[config.mk]
export PLATFORM = sky130hd
export DESIGN_NAME = program_loader
export DESIGN_NICKNAME = d
export VERILOG_FILES = /design/src/rtl/loader_pkg.sv /design/src/rtl/byte_assembler.sv /design/src/rtl/program_loader.sv
export SDC_FILE = /design/constraint.sdc
export NUM_CORES = 1
export LEC_CHECK = 0
export CORE_UTILIZATION = 40
export CTS_CLUSTER_SIZE = 14
export DETAILED_ROUTE_END_ITERATION = 10
export PLACE_DENSITY = 0.71
export SLEW_MARGIN = 20
export SYNTH_ARGS = -nofsm -noshare
export SYNTH_HDL_FRONTEND = slang
export SYNTH_SLANG_ARGS = --single-unit
[constraint.sdc]
create_clock -name clk -period 2.3 [get_ports clk]
set_input_delay 0.345 -clock clk [delete_from_list [all_inputs] [get_ports clk]]
set_output_delay 0.345 -clock clk [all_outputs]
set_load 0.01 [all_outputs]
[src/rtl/loader_pkg.sv]
// rtl/loader_pkg.sv - shared types and constants for the program loader
//
// Contents:
//   state_t         loader FSM encoding (IDLE/LEN/DATA/DONE/ERROR, 3 bits)
//   LEN_BYTES       number of bytes in the little-endian image length header
//   BYTES_PER_WORD  bytes assembled into one program memory word
//   cnt_width()     bits needed for a counter that runs 0 .. n-1
//   BYTE_IDX_W      width of the byte index inside a word
package loader_pkg;

    typedef enum logic [2:0] {
        ST_IDLE  = 3'd0,
        ST_LEN   = 3'd1,
        ST_DATA  = 3'd2,
        ST_DONE  = 3'd3,
        ST_ERROR = 3'd4
    } state_t;

    localparam int LEN_BYTES      = 2;
    localparam int BYTES_PER_WORD = 4;

    // A counter that must reach n-1 needs clog2(n) bits; never less than 1.
    function automatic int cnt_width(input int n);
        return (n <= 2) ? 1 : $clog2(n);
    endfunction

    localparam int BYTE_IDX_W = cnt_width(BYTES_PER_WORD);

endpackage

[src/rtl/byte_assembler.sv]
// rtl/byte_assembler.sv - little-endian byte to 32-bit word assembler
//
// Ports:
//   clk         in   1           rising-edge clock
//   reset       in   1           synchronous reset, active low
//   clear       in   1           discard any partial word (wins over accept)
//   accept      in   1           byte_in is taken this cycle
//   byte_in     in   8           incoming byte
//   byte_index  out  BYTE_IDX_W  position the next accepted byte will occupy
//   word_valid  out  1           accept of the last byte of a word this cycle
//   word        out  32          {byte_in, three earlier bytes}; complete when word_valid
module byte_assembler
    import loader_pkg::*;
(
    input  logic                  clk,
    input  logic                  reset,
    input  logic                  clear,
    input  logic                  accept,
    input  logic [7:0]            byte_in,
    output logic [BYTE_IDX_W-1:0] byte_index,
    output logic                  word_valid,
    output logic [31:0]           word
);

    // Only the three earlier bytes are stored; the fourth comes straight from
    // byte_in so the finished word is available in the cycle it completes.
    logic [23:0]           shift_reg;
    logic [BYTE_IDX_W-1:0] idx;

    always_ff @(posedge clk) begin
        if (!reset || clear) begin
            idx       <= '0;
            shift_reg <= '0;
        end else if (accept) begin
            // Newest byte enters at the top, so byte0 ends up in [7:0].
            shift_reg <= {byte_in, shift_reg[23:8]};
            idx       <= idx + 1'b1;
        end
    end

    assign byte_index = idx;
    assign word       = {byte_in, shift_reg};
    assign word_valid = accept && (idx == BYTE_IDX_W'(BYTES_PER_WORD - 1));

endmodule

[src/rtl/program_loader.sv]
// rtl/program_loader.sv - boot loader filling program memory from a byte stream
//
// Ports:
//   clk          in   1           rising-edge clock
//   reset        in   1           synchronous reset, active low
//   Start        in   1           pulse; arms a load from IDLE or ERROR
//   ByteIn       in   8           stream byte
//   ByteValid    in   1           ByteIn is valid
//   ByteReady    out  1           byte accepted when ByteValid is also high
//   MemWrite     out  1           one-cycle program memory write strobe
//   MemAddress   out  DATA_WIDTH  word-aligned byte address of the write
//   MemData      out  DATA_WIDTH  write data
//   CpuHold      out  1           core stalled while not IDLE
//   Busy         out  1           in LEN or DATA
//   Done         out  1           one-cycle pulse when the image is complete
//   Error        out  1           sticky until the next Start
//   WordsLoaded  out  16          words written in the current load
module program_loader
    import loader_pkg::*;
#(
    parameter int                    MEMORY_DEPTH   = 32,
    parameter int                    DATA_WIDTH     = 32,
    parameter logic [DATA_WIDTH-1:0] BASE_ADDRESS   = '0,
    parameter int                    TIMEOUT_CYCLES = 1_000_000
) (
    input  logic                  clk,
    input  logic                  reset,
    input  logic                  Start,
    input  logic [7:0]            ByteIn,
    input  logic                  ByteValid,
    output logic                  ByteReady,
    output logic                  MemWrite,
    output logic [DATA_WIDTH-1:0] MemAddress,
    output logic [DATA_WIDTH-1:0] MemData,
    output logic                  CpuHold,
    output logic                  Busy,
    output logic                  Done,
    output logic                  Error,
    output logic [15:0]           WordsLoaded
);

    localparam int TIMER_W = cnt_width(TIMEOUT_CYCLES);

    state_t                state;
    state_t                next_state;
    logic [TIMER_W-1:0]    timer;
    logic [15:0]           n_words;

    logic                  accept;
    logic                  start_load;
    logic                  len_done;
    logic                  len_bad;
    logic                  word_done;
    logic                  timed_out;
    logic                  last_written;
    logic                  asm_clear;
    logic                  loading;

    logic [BYTE_IDX_W-1:0] byte_index;
    logic                  word_valid;
    logic [31:0]           word;

    assign loading    = (state == ST_LEN) || (state == ST_DATA);
    assign accept     = ByteValid && ByteReady;
    assign start_load = Start && ((state == ST_IDLE) || (state == ST_ERROR));

    // The length header reuses the assembler: after two bytes the top half of
    // the assembled word is {byte1, byte0}, i.e. N little-endian.
    assign len_done  = (state == ST_LEN) && accept &&
                       (byte_index == BYTE_IDX_W'(LEN_BYTES - 1));
    assign len_bad   = (word[31:16] == 16'd0) || (word[31:16] > 16'(MEMORY_DEPTH));
    assign word_done = (state == ST_DATA) && word_valid;

    // A byte arriving on the final idle cycle still counts as activity.
    assign timed_out    = (timer == TIMER_W'(TIMEOUT_CYCLES - 1)) && !accept;
    assign last_written = MemWrite && (WordsLoaded == n_words);

    // Drop the header bytes before data, and any stale partial word on a new load.
    assign asm_clear = start_load || len_done;

    byte_assembler u_byte_assembler (
        .clk        (clk),
        .reset      (reset),
        .clear      (asm_clear),
        .accept     (accept),
        .byte_in    (ByteIn),
        .byte_index (byte_index),
        .word_valid (word_valid),
        .word       (word)
    );

    // State register
    always_ff @(posedge clk) begin
        if (!reset) begin
            state <= ST_IDLE;
        end else begin
            state <= next_state;
        end
    end

    // Next-state logic
    always_comb begin
        next_state = state;
        case (state)
            ST_IDLE: begin
                if (start_load) next_state = ST_LEN;
            end
            ST_LEN: begin
                if (len_done)       next_state = len_bad ? ST_ERROR : ST_DATA;
                else if (timed_out) next_state = ST_ERROR;
            end
            ST_DATA: begin
                // Leave only once the final word's write strobe is on the bus.
                if (last_written)   next_state = ST_DONE;
                else if (timed_out) next_state = ST_ERROR;
            end
            ST_DONE: begin
                next_state = ST_IDLE;
            end
            ST_ERROR: begin
                if (start_load) next_state = ST_LEN;
            end
            default: begin
                next_state = ST_IDLE;
            end
        endcase
    end

    // State-decoded outputs
    always_comb begin
        ByteReady = 1'b0;
        CpuHold   = 1'b0;
        Busy      = 1'b0;
        Done      = 1'b0;
        Error     = 1'b0;
        case (state)
            ST_LEN, ST_DATA: begin
                ByteReady = 1'b1;
                CpuHold   = 1'b1;
                Busy      = 1'b1;
            end
            ST_DONE: begin
                CpuHold = 1'b1;
                Done    = 1'b1;
            end
            ST_ERROR: begin
                CpuHold = 1'b1;
                Error   = 1'b1;
            end
            default: begin
                CpuHold = 1'b0;
            end
        endcase
    end

    // Write port, word count, length and idle timer
    always_ff @(posedge clk) begin
        if (!reset) begin
            MemWrite    <= 1'b0;
            MemAddress  <= '0;
            MemData     <= '0;
            WordsLoaded <= '0;
            n_words     <= '0;
            timer       <= '0;
        end else begin
            MemWrite <= word_done;
            if (word_done) begin
                MemAddress  <= BASE_ADDRESS + (DATA_WIDTH'(WordsLoaded) << 2);
                MemData     <= DATA_WIDTH'(word);
                WordsLoaded <= WordsLoaded + 16'd1;
            end else if (start_load) begin
                WordsLoaded <= '0;
            end

            if (len_done) begin
                n_words <= word[31:16];
            end

            if (loading && !accept) begin
                timer <= timer + 1'b1;
            end else begin
                timer <= '0;
            end
        end
    end

endmodule
Yosys cells after proc, flatten, opt, wreduce, memory -nomap -nowiden
Cells that the tools add are included.
{"block": "totals", "regBits": 130, "inputBits": 12, "output_inout_bits": 86, "word_cells": 57}
{"block": "op_classes", "n_addsub": 3, "n_lt_le_gt_ge": 1, "eq_ne": 9, "mux": 12, "reduce_logical": 23}
{"cell": "$mux W16", "count": 2}
{"cell": "$add A20 B1 Y20 const B", "count": 1}
{"cell": "$eq A20 B20 Y1 const B", "count": 1}
{"cell": "$add A16 B1 Y16 const B", "count": 1}
{"cell": "$eq A16 B16 Y1", "count": 1}
{"cell": "$gt A16 B6 Y1 const B", "count": 1}
{"cell": "$logic_not A16 Y1", "count": 1}
{"cell": "$mux W3", "count": 5}
{"cell": "$logic_and A1 B1 Y1", "count": 9}
{"cell": "$pmux W3 S3", "count": 1}
{"cell": "$eq A3 B2 Y1 const B", "count": 2}
{"cell": "$logic_or A1 B1 Y1", "count": 5}
{"cell": "$mux W1", "count": 4}
{"cell": "$reduce_or A2 Y1", "count": 2}
{"cell": "$reduce_or A4 Y1", "count": 1}
{"cell": "$eq A3 B1 Y1 const B", "count": 1}
{"cell": "$eq A3 B3 Y1 const B", "count": 1}
{"cell": "$logic_not A3 Y1", "count": 1}
{"cell": "$add A2 B1 Y2 const B", "count": 1}
{"cell": "$eq A2 B1 Y1 const B", "count": 1}
{"cell": "$eq A2 B2 Y1 const B", "count": 1}
{"cell": "$logic_not A1 Y1", "count": 2}
{"cell": "$ne A2 B1 Y1 const B", "count": 1}
{"cell": "$reduce_and A2 Y1", "count": 1}
{"cell": "$reduce_bool A2 Y1", "count": 1}

Longest topological paths before layout
Gate-level depths: netlist of run 1.
{"block": "depth", "depth_word": 9, "depth_mapped": 8, "depth_no_buf": 6}

By module
From an unflattened synthesis of run 1, not the netlist that was laid out.
{"block": "hier_totals", "cells_unflattened": 651, "area_unflattened_um2": 5839.4}
{"module": "program_loader", "n_inst": 1, "cells_each": 556, "area_per_inst_um2": 4792.1, "seq_area_each_um2": 2082.0}
{"module": "byte_assembler", "n_inst": 1, "cells_each": 95, "area_per_inst_um2": 1047.3, "seq_area_each_um2": 520.5}

Least setup slack after synthesis of run 1
OpenSTA, ideal clock, no wires.
{"block": "synth_path", "path_kind": "reg2reg", "from": "register timer[0]", "to": "register state[0]", "setup_time_ns": 0.115, "t_arrival_ns": 1.487, "required_ns": 2.185, "setup_slack_ns": 0.698, "stages_incl_launch_ff": 7, "path_buffers": 0, "period_less_slack_ns": 1.602, "cell_sequence": "dfxtp_1 > ha_1 > and4_1 > nand2_1 > nor4b_2 > o21ai_0 > and3_1"}
{"block": "synth_between", "elab_chain_len": 5, "word_cells_on_any_way": 6, "classes_between": "1 x eq/ne; 4 x mux; 1 x reduce/logical"}
{"item": "from (decl)", "line_no": "program_loader.sv:46", "rtl": "logic [TIMER_W-1:0] timer;"}
{"item": "from (signal assigned)", "line_no": "program_loader.sv:180", "rtl": "timer <= timer + 1'b1;"}
{"item": "$eq A20 B20 Y1 *", "line_no": "program_loader.sv:75", "rtl": "assign timed_out = (timer == TIMER_W'(TIMEOUT_CYCLES - 1)) && !accept;"}
{"item": "$logic_and A1 B1 Y1 *", "line_no": "program_loader.sv:75"}
{"item": "$mux W3 *"}
{"item": "$mux W3 (on tied branches)"}
{"item": "$pmux W3 S3 *"}
{"item": "to (signal assigned)", "line_no": "program_loader.sv:97", "rtl": "state <= next_state;"}
{"item": "to (decl)", "line_no": "program_loader.sv:44", "rtl": "state_t state;"}
Mark *: on every way between the ends. The rest lies on a longest branch, timed or not.
A chain may end at the register's enable or synchronous reset.

Final worst setup path of run 1
{"block": "layout_path", "from": "register state[0]", "to": "output ByteReady"}
{"block": "layout_between", "elab_chain_len": 3, "word_cells_on_any_way": 4, "classes_between": "2 x eq/ne; 1 x mux; 1 x reduce/logical"}
{"item": "$eq A3 B1 Y1 / $eq A3 B2 Y1 (equally long branches)", "line_no": "program_loader.sv:136", "rtl": "case (state)"}
{"item": "$reduce_or A2 Y1 *", "line_no": "program_loader.sv:136"}
{"item": "$mux W1 *", "line_no": "program_loader.sv:136"}
{"item": "to (decl)", "line_no": "program_loader.sv:31", "rtl": "output logic ByteReady,"}
Marks and branches as above.

==> impl_metrics.json, run 1 <==
{
  "power.density_nw_per_um2": 748,
  "cp.arrival_ns": 1.86,
  "h-tree-depth": 4,
  "first_pass_iters": 5,
  "power.leakage_nw": 2.63,
  "grt_pass1_vias": 4419,
  "hpwlAfterDp_mm": 9.29,
  "irDropWorstVdd_mv": 0.516,
  "drt-initial-drc-count": 343,
  "status": "finished, final reports clean",
  "start_kind": "register",
  "finalWeightedCongestion": 0.836,
  "root_buffer": "clkbuf_16",
  "area_growth_pct": 28.5,
  "path_class": "register to primary output",
  "yosysWarnings": 0,
  "yosys.area.top_type_share": 0.457,
  "critPathRequiredTime_ns": 1.96,
  "synth-edff-count": 0,
  "antenna_found_initial": 0,
  "cp_max_fo": 6,
  "dieWidth_um": 121,
  "drive_above_1_share": 0.0816,
  "grt_pass1_wl_mm": 22.6,
  "rows": 43,
  "fin_nets": 787,
  "drv_slew": 0,
  "clockBufferDepth": 2,
  "syn_inst": 694,
  "core_um2": 13900,
  "clk_pin_slew_ns": 0.06,
  "vias": 4874,
  "cap_violations": 0,
  "ant_nets": 0,
  "finalHoldViolations": 0,
  "cp-end-kind": "primary output",
  "period_share": 0.960,
  "fin_worst_skew_ns": 0.00695,
  "largest_reg_flops": 32,
  "utilization": 0.527,
  "min_path_type": "primary input to register",
  "cts.sinks": 130,
  "dpl_cell_area_um2": 6650,
  "synthFlopType": "dfxtp_1",
  "grt_max_degree": 58,
  "synth_top_area_cell": "dfxtp_1",
  "synth_seq_area_share": 0.457,
  "ios": 98,
  "grt_usage": 0.198,
  "holdWs_ns": 0.330,
  "stdcell_area_um2": 7310,
  "routed_wl_mm": 13.8,
  "die_h_um": 121,
  "die_area_um2": 14700,
  "setup_viol": 0,
  "worst_skew_pair.late_latency_ns": 0.42,
  "cts_resized": 1,
  "numPortBuffers": 81,
  "gr-total-overflow": 0,
  "post_cts_buffers": 0,
  "cts_tree": "done",
  "synth_area_leaders": "dfxtp_1 46%, nand2_1 13%, a21boi_1 5.5%, xor2_1 3.7%, a21boi_0 3.4%",
  "ys_types": 48,
  "grt_setup_unrepaired": "no",
  "wl_per_cell_um": 14.3,
  "diodes": 0,
  "hold_buffers": 0,
  "viasPerCell": 5.06,
  "setup_tns_ns": 0,
  "start_util": 0.410,
  "avgSynthCellArea_um2": 8.20,
  "async_flop_share": 0,
  "numCtsBuffers": 17,
  "synth-seq-cells": 130,
  "max_freq_mhz": 453,
  "min_period_ns": 2.21,
  "route.detailed.drc": 0,
  "syn-cell-area_um2": 5690
}
-- cells in the final DEF, fill, tap and decap left out, types with 12 or more instances in the layout --
cell type / n
clkdlybuf4s50_1: 80
nor4_1: 12
a21boi_1: 42
buf_4: 17
a21boi_0: 26
xor2_1: 24
clkbuf_16: 17
nand2_1: 194
conb_1: 16
dfxtp_1: 130
nand3_1: 22
nor2_1: 33
a21oi_1: 33
o21ai_0: 12
-- worst paths after layout --
kind	end	cells past startpoint	from	slack [ns]
worst min-delay path	state[1]	3	reset	0.33
worst max-delay path	ByteReady	3	state[0]	0.09
worst max register to register	state[1]	6	timer[0]	0.44
worst min register to register	MemData[19]	2	MemData[19]	0.45
-- final cells by class --
| cell class | count | area [um2] |
|---|---|---|
| clock buffer | 19 | 453 |
| fill | 1304 | 6570 |
| inverter | 7 | 26.3 |
| tap | 180 | 225 |
| clock inverter | 13 | 206 |
| sequential | 130 | 2600 |
| timing repair buffer | 100 | 973 |
| multi-input combinational | 515 | 2830 |
-- synth_stat cells (8+ instances only) --
cell and count:
o21ai_0 12, xnor2_1 9, buf_2 16, a21boi_1 42, and3_1 8, a21boi_0 26
nor2_1 34, buf_4 19, nor3_1 11, xor2_1 24, a21oi_1 33, nor4_1 12
nand3_1 22, nand2_1 195, nand4_1 11, clkbuf_1 22, dfxtp_1 130
-- cells by family after synthesis --
group                    share of synthesized area
AND/OR/NAND/NOR                              0.267
AO/OA/AOI/OAI                                0.153
XOR/XNOR                                    0.0508
multiplexers                               0.00352
other                                     0.000659
buffers and inverters                       0.0583
adder cells (fa/ha/maj)                    0.00879
flip-flops                                   0.457
-- power breakdown --
group          internal (W)  switching [W]
clock network       0.00198        0.00103
logic             0.0000759       0.000116
registers           0.00226      0.0000126
total               0.00432        0.00115
-- critical path, cell delays in order (launching register included) --
cell             delay (ns)
dfxtp_1                0.47
xnor2_1                0.16
nor2_2                 0.22
clkdlybuf4s50_1        0.58
-- layer usage --
metal,GRT usage,routed length [um]
met3,0.0531,657
met2,0.311,6630
met4,0.0756,182
met1,0.257,6290
met5,0,0
-- through the flow --
stage	setup WS [ns]	cells	power [W]
CTS	0.0829	964	0.00553
floorplan	0.698	709	0.00246
finish	0.0930	964	0.00547
global placement	0.199	932	0.00251
global route	0.0153	964	0.00564
detailed placement	0.160	932	0.00251
Power figures use the tool's default switching activity.
==> run 2, diff against run 1 <==
DONT_BUFFER_PORTS = 1   (was not set)
PLACE_DENSITY = 0.62   (was 0.71)
==> impl_metrics.json, run 2 (synthesis gave the netlist of run 1 again) <==
{
  "utilization": 0.459,
  "setup_tns_ns": 0,
  "cts.sinks": 130,
  "grt_max_degree": 90,
  "drive_above_1_share": 0.0866,
  "period_share": 0.813,
  "post_cts_buffers": 0,
  "rows": 43,
  "swShare": 0.226,
  "final_cell_mix": "194 x nand2_1, 130 x dfxtp_1, 42 x a21boi_1",
  "wl_per_cell_um": 15.4,
  "largest_reg_flops": 32,
  "ff2ff_path_depth": 5,
  "setup_viol": 0,
  "holdPathEnd": "MemData[27]",
  "holdPathStages": 2,
  "fin_nets": 707,
  "min_path_type": "primary input to register",
  "first_pass_iters": 5,
  "power.share.combinational": 0.026,
  "vias": 4729,
  "cap_violations": 0,
  "grt_setup_unrepaired": "no",
  "r2r_start": "state[1]",
  "fill_cells": 1362,
  "cts_resized": 0,
  "cp-end-kind": "register",
  "gr-total-overflow": 0,
  "final_common_cell": "nand2_1",
  "drt-initial-drc-count": 372,
  "drv_slew": 0,
  "cp_max_fo": 15,
  "h-tree-depth": 4,
  "ios": 98,
  "route.detailed.drc": 0,
  "start_util": 0.410,
  "irDropWorstVdd_mv": 0.460,
  "hpwlAfterDp_mm": 9.55,
  "power.density_nw_per_um2": 768,
  "dpl_worst_slack_ns": 0.443,
  "fin_worst_skew_ns": 0.00664,
  "finalWeightedCongestion": 0.840,
  "hold_start": "ByteIn[3]",
  "cts_tree": "done",
  "core_um2": 13900,
  "dieWidth_um": 121,
  "p_int_w": 0.00379,
  "grt_usage": 0.193,
  "holdWs_ns": 0.0500,
  "power_frac_seq": 0.465,
  "clk_pin_slew_ns": 0.06,
  "r2r_end": "WordsLoaded[5]",
  "die_area_um2": 14700,
  "routed_wl_mm": 13.6,
  "path_class": "register to register",
  "cp.arrival_ns": 2.23,
  "layout_setup_ws_ns": 0.430,
  "p_sw_w": 0.00111,
  "diodes": 0,
  "finalHoldViolations": 0,
  "max_freq_mhz": 535,
  "r2r_slack_ns": 0.43,
  "min_period_ns": 1.87,
  "grt_pass1_vias": 4321,
  "ant_nets": 0,
  "critPathRequiredTime_ns": 2.66,
  "hold_buffers": 0,
  "grt_pass1_wl_mm": 21.7,
  "start_kind": "register",
  "die_h_um": 121,
  "clockBufferDepth": 2,
  "worst_skew_pair.late_latency_ns": 0.43,
  "numCtsBuffers": 17,
  "power.leakage_nw": 2.28,
  "p_clk_frac": 0.510,
  "numPortBuffers": 0,
  "seqCellArea_um2": 2600,
  "multi_input_area_um2": 2820,
  "antenna_found_initial": 0,
  "status": "finished, final reports clean",
  "viasPerCell": 5.35,
  "area_growth_pct": 12.0,
  "root_buffer": "clkbuf_16"
}
==> run 2: worst max path at each step <==
stage                  start        endpoint  slack, ns  cells after the start
detailed placement  state[1]  WordsLoaded[5]       0.44                      5
floorplan           timer[0]        state[0]       0.70                      6
finish              state[1]  WordsLoaded[5]       0.43                      5
CTS                 state[1]  WordsLoaded[5]       0.43                      5
global route        state[1]  WordsLoaded[4]       0.28                      5
global placement    state[1]  WordsLoaded[5]       0.55                      5
==> run 2: cell type report <==
class,instances,area share
Clock inverter,13,0.0179
Inverter,7,0.00412
Timing Repair Buffer,20,0.0236
Tap cell,180,0.0353
Clock buffer,19,0.0679
Sequential cell,130,0.408
Multi-Input combinational cell,515,0.443
==> run 2: metal layers <==
layer	wire, um	GRT usage
met1	5820	0.241
met2	6500	0.302
met3	1030	0.0616
met4	240	0.0826
met5	0	0
==> run 2: through the flow <==
step | total power (W) | cell area, um2 | instances
after floorplan | 0.00246 | 5750 | 709
after global placement | 0.00244 | 5830 | 852
after detailed placement | 0.00245 | 5830 | 852
after CTS | 0.00495 | 6370 | 884
after global routing | 0.00506 | 6370 | 884
final | 0.00489 | 6370 | 884
==> run 2: power groups by stage <==
stage | registers [W] | clock network (W) | logic (W)
after floorplan | 0.00232 | 0 | 0.000139
after global placement | 0.00232 | 0 | 0.000122
after detailed placement | 0.00232 | 0 | 0.000124
after CTS | 0.00227 | 0.00256 | 0.000124
after global routing | 0.00227 | 0.00265 | 0.000138
final | 0.00227 | 0.00249 | 0.000125
==> run 2: worst max-delay path: stages (launching register included) <==
cell and delay, ns:
dfxtp_1 0.45, nor3b_4 0.34, and2_2 0.39, nand2_1 0.15, or3_1 0.32, a21boi_1 0.15
